## src/rtl/frame_swap_ctrl.sv

```systemverilog
// Double-buffered block frame controller.
// A producer streams BUFFER_SIZE blocks per frame into the back buffer. Once
// the back buffer is complete, the next frame start swaps it to the front. A
// frame start that arrives without a complete back buffer repeats the current
// front buffer and is counted as a drop. The display side reads the front
// buffer at the block under the raster position given by hc/vc.
module frame_swap_ctrl #(
    parameter int HPIXELS     = 640,
    parameter int VPIXELS     = 480,
    parameter int BLOCK_SIZE  = 16,
    parameter int BUFFER_SIZE = (HPIXELS / BLOCK_SIZE) * (VPIXELS / BLOCK_SIZE),
    localparam int AW         = (BUFFER_SIZE > 1) ? $clog2(BUFFER_SIZE) : 1
) (
    input  logic          clk,
    input  logic          reset,
    input  logic [9:0]    hc,
    input  logic [9:0]    vc,
    input  logic          pix_valid,
    input  logic          pix_sof,
    input  logic [7:0]    pix_data,
    output logic          pix_ready,
    output logic [AW-1:0] wr_addr,
    output logic [7:0]    wr_data,
    output logic          wr_en,
    output logic [AW-1:0] rd_addr,
    output logic          buf_sel,
    output logic          swap_pulse,
    output logic [15:0]   drop_count
);

    localparam logic [AW-1:0] LAST_ADDR = AW'(BUFFER_SIZE - 1);
    localparam logic [31:0]   HPIX_U    = 32'(HPIXELS);
    localparam logic [31:0]   VPIX_U    = 32'(VPIXELS);
    localparam logic [31:0]   BLK_U     = 32'(BLOCK_SIZE);
    localparam logic [31:0]   HBLK_U    = 32'(HPIXELS / BLOCK_SIZE);

    typedef enum logic [1:0] {
        IDLE = 2'd0,
        FILL = 2'd1,
        FULL = 2'd2
    } state_t;

    state_t        state;
    state_t        state_next;
    logic [AW-1:0] addr_q;
    logic [AW-1:0] addr_next;
    logic [AW-1:0] wa_next;
    logic          we_next;
    logic          accept;
    logic          frame_start;
    logic          do_swap;
    logic [31:0]   hc_w;
    logic [31:0]   vc_w;
    logic          in_view;

    assign accept      = pix_valid && pix_ready;
    assign frame_start = (hc == 10'd0) && (vc == 10'd0);
    assign do_swap     = frame_start && (state == FULL);
    assign hc_w        = 32'(hc);
    assign vc_w        = 32'(vc);
    assign in_view     = (hc_w < HPIX_U) && (vc_w < VPIX_U);

    // State register, fill address and registered ready flag
    always_ff @(posedge clk) begin
        if (reset) begin
            state     <= IDLE;
            addr_q    <= '0;
            pix_ready <= 1'b0;
        end else begin
            state     <= state_next;
            addr_q    <= addr_next;
            pix_ready <= (state_next != FULL);
        end
    end

    // Next-state logic: accept blocks into the back buffer, release on swap
    always_comb begin
        state_next = state;
        addr_next  = addr_q;
        we_next    = 1'b0;
        wa_next    = addr_q;
        case (state)
            IDLE, FILL: begin
                // In IDLE only a start-of-frame block opens a new fill; in
                // FILL a start-of-frame block restarts the frame at 0.
                if (accept && (pix_sof || (state == FILL))) begin
                    we_next = 1'b1;
                    wa_next = pix_sof ? '0 : addr_q;
                    if (wa_next == LAST_ADDR) begin
                        state_next = FULL;
                        addr_next  = '0;
                    end else begin
                        state_next = FILL;
                        addr_next  = wa_next + AW'(1);
                    end
                end
            end
            FULL: begin
                if (frame_start) begin
                    state_next = IDLE;
                end
            end
            default: begin
                state_next = IDLE;
                addr_next  = '0;
            end
        endcase
    end

    // Back-buffer write port, one cycle after the accepting edge
    always_ff @(posedge clk) begin
        if (reset) begin
            wr_en   <= 1'b0;
            wr_addr <= '0;
            wr_data <= '0;
        end else begin
            wr_en <= we_next;
            if (we_next) begin
                wr_addr <= wa_next;
                wr_data <= pix_data;
            end
        end
    end

    // Buffer swap at frame start when full, otherwise count a repeated frame
    always_ff @(posedge clk) begin
        if (reset) begin
            buf_sel    <= 1'b0;
            swap_pulse <= 1'b0;
            drop_count <= '0;
        end else begin
            swap_pulse <= do_swap;
            if (do_swap) begin
                buf_sel <= ~buf_sel;
            end else if (frame_start && (drop_count != 16'hFFFF)) begin
                drop_count <= drop_count + 16'd1;
            end
        end
    end

    // Front-buffer block address under the current raster position
    always_ff @(posedge clk) begin
        if (reset) begin
            rd_addr <= '0;
        end else if (in_view) begin
            rd_addr <= AW'((vc_w / BLK_U) * HBLK_U + (hc_w / BLK_U));
        end else begin
            rd_addr <= '0;
        end
    end

endmodule
```

## config.mk

```make
export PLATFORM = sky130hd
export DESIGN_NAME = frame_swap_ctrl
export DESIGN_NICKNAME = d
export VERILOG_FILES = /design/src/rtl/frame_swap_ctrl.sv
export SDC_FILE = /design/constraint.sdc
export NUM_CORES = 1
export LEC_CHECK = 0
export ABC_AREA = 1
export CAP_MARGIN = 20
export CORE_UTILIZATION = 54
export DETAILED_ROUTE_END_ITERATION = 6
export GPL_ROUTABILITY_DRIVEN = 0
export PLACE_DENSITY = 0.89
export SLEW_MARGIN = 20
export SYNTH_ARGS = -nofsm -noshare
export SYNTH_HDL_FRONTEND = slang
export SYNTH_SLANG_ARGS = --single-unit
```

## constraint.sdc

```tcl
create_clock -name clk -period 3.5 [get_ports clk]
set_clock_uncertainty 0.2 [all_clocks]
set_input_delay 0.7 -clock clk [delete_from_list [all_inputs] [get_ports clk]]
set_output_delay 0.7 -clock clk [all_outputs]
set_load 0.02 [all_outputs]
```

==> metrics <==
clock root cell clkbuf_8; Clock Tree Buf Depth 2; count of yosys warnings during synthesis 0; post-synth cell types 31; Arr. time, crit path 2.85 ns; maximum number of pins on one net before global-route repair 47; Max VDD drop 308 uV; post-route clock period utilization 0.804; class of the worst hold path flip-flop to flip-flop; fraction of synthesized cell area in xor and xnor cells 0.0280; Layout area overhead 30.7%; input/output buffers 81; number of placed cells counting well taps 650; Buf+Inv Stages, Crit Path 2; CTS tree done; Post-CTS Setup Bufs 0; number of setup violations in the final report 0; Antenna Cells 0; RSZ-0062 raised after global routing false; half-perimeter wire length after placement 6.35 mm; antenna-violating nets left 0; number of slew-limit violations in the final report 0; Die ar. 0.00670 mm^2; GRT Util Overall 0.283; delay of the slowest critical-path stage 0.50 ns; I/O pins 82; vertical extent of the die 81.9 um; wirelength, routed 8.60 mm; starting density of the core 0.572; antenna violations before repair 0; most common library cell in the layout ignoring fill and taps nand2_1; final cell count without fillers 666; total standard cell area after synthesis 0.00344 mm^2; crit path time final 2.81 ns; Worst Slack Setup Final 0.687 ns; Mean Syn Cell Area 6.81 um^2; number of synthesized register bits 63; per-cell via count in the routed design 5.31; required time of the critical path 3.54 ns; adder-cell share of the synthesized area 0.0588; initial detailed-routing violation count 195; Post-Syn Nets 553; logic gate share of total power 0.120; final-layout worst hold slack 0.265 ns; startpoint kind of the worst setup timing path input port; remaining routing DRC violations 0; share of final-layout standard cells stronger than drive strength 1 0.0795; clock buffers created by TritonCTS 9; setup slack at placement 0.383 ns; Least-Margin Pin Slew 0.545 ns; number of nets in the layout 633; maximum frequency from static timing analysis 355 MHz; status completed; via count of the first global-routing pass 3313; CP Class input port to flip-flop; proportion of synthesized area in mux cells 0; cell type of the slowest stage on the worst timing path clkdlybuf4s50_1; number of cells produced by synthesis 506; Placement Rows 28; Compound-Gate Fraction of Synth Area 0.122; areal power density over the cells 367 mW/mm^2; total number of H-tree levels 3; count of instances resized after the clock tree is built 0; simple-gate area share of the yosys netlist 0.342; Internal 1.26 mW; reported max-cap violation count 0; number of clock sinks 63; most frequent cells in the layout 140 x nand2_1, 80 x clkdlybuf4s50_1, 63 x nor2_1, 63 x dfxtp_1, 50 x inv_1; Crit. End Element flip-flop; clock insertion delay at the later pin of the skew report 0.33 ns; clock slew at the register clock pins of the worst setup and hold paths 0.07 ns; Overflow after GRT 0; crit-path max FO 5; total core area 0.00603 mm^2; cells traversed along the worst timing path clkdlybuf4s50_1 > ha_1 > ha_1 > inv_1 > fa_1 > o21ai_0 > xor2_1 > nand2_1 > nand2_1 > nor2_1; detailed-route via count 3537; number of optimization iterations in the first detailed-route pass 4; post-DR wirelength/cell 12.9 um; Top Family by Delay on Critical Path adder cells; dominant combinational cell family by area after synthesis simple AND/OR/NAND/NOR gates; global-route wire length before repair 14.4 mm; utilization after layout 0.747; Seq/Total Area, Yosys 0.366; sequential share of power 0.447; net switching power 393 uW; final count of hold timing violations 0; Max-Slew Margin vs Limit 0.636; setup total negative slack 0 ns; LEAKAGE 1.73 nW; hold-fix buffer count after cts 0; sw frac 0.238; Clk network pwr share 0.433; DIE WIDTH 81.9 um; fill count 454
## power groups by stage
stage                     sequential [mW]  clock [mW]  combinational [mW]
after global placement              0.754           0               0.189
final                               0.739       0.715               0.197
after detailed placement            0.755           0               0.196
after floorplan                     0.771           0              0.0911
after CTS                           0.739       0.721               0.198
after global routing                0.740       0.755               0.217
## cells by family (layout without fill, tap and decap cells)
kind of cell / after synthesis / after routing
AND/OR/NAND/NOR: 275 / 275
AO/OA/AOI/OAI: 73 / 73
buffers and inverters: 69 / 154
flip-flops: 63 / 63
adder cells (fa/ha/maj): 15 / 15
XOR/XNOR: 11 / 11
## worst min-delay path: cells and delay by family (launching register included)
family / cells / cell delay [ns]
compound gates: 1 / 0.05
flops: 1 / 0.31
simple gates: 1 / 0.06
## final timing paths
| check | startpoint | end | slack (ns) | depth (start not counted) |
|---|---|---|---|---|
| worst max register to register | drop_count[0]$_SDFFE_PP0P_ | drop_count[1]$_SDFFE_PP0P_ | 1.32 | 9 |
| worst min register to register | addr_q[8]$_SDFFE_PP0P_ | addr_q[8]$_SDFFE_PP0P_ | 0.26 | 2 |
| worst max-delay path | vc[5] | rd_addr[10]$_SDFF_PP0_ | 0.69 | 10 |
| worst min-delay path | addr_q[8]$_SDFFE_PP0P_ | addr_q[8]$_SDFFE_PP0P_ | 0.26 | 2 |
## metrics by stage
| stage | power (mW) | area (um^2) |
|---|---|---|
| after floorplan | 0.862 | 3440 |
| after global placement | 0.943 | 4280 |
| after detailed placement | 0.950 | 4280 |
| after CTS | 1.66 | 4500 |
| after global routing | 1.71 | 4500 |
| final | 1.65 | 4500 |
## routing by layer
metal,global-route usage,wire length (um)
met1,0.327,3710
met2,0.469,4080
met3,0.0889,624
met4,0.142,176
met5,0,0
## synth_stat cells (all sizes together)
cell / number / area share
nor3: 3 / 0.0044
buf: 7 / 0.015
and2: 2 / 0.0036
o21ai: 16 / 0.023
nand2: 146 / 0.17
dfxtp: 63 / 0.37
fa: 2 / 0.012
nor2: 70 / 0.084
or2: 1 / 0.0018
clkbuf: 6 / 0.0065
inv: 56 / 0.062
o21a: 1 / 0.0022
nand4: 8 / 0.015
a21boi: 1 / 0.0022
nand3: 43 / 0.062
xnor2: 4 / 0.010
a21oi: 55 / 0.094
ha: 13 / 0.047
xor2: 7 / 0.018
nand3b: 2 / 0.0044
## registers in the layout (all words and copies together), names as in the netlist
signal and cells:
drop_count 16, addr_q 11, rd_addr 11, wr_addr 11
wr_data 8, state 2, buf_sel 1, pix_ready 1
swap_pulse 1, wr_en 1
## area by class of cell
class	count	area, um^2	area share
Timing Repair Buffer	82	813	0.181
Clock buffer	13	159	0.0353
Multi-Input combinational cell	374	1900	0.421
Tap cell	75	93.8	0.0209
Sequential cell	63	1260	0.280
Clock inverter	3	65.1	0.0145
Inverter	56	213	0.0473
Power figures use the tool's default switching activity.
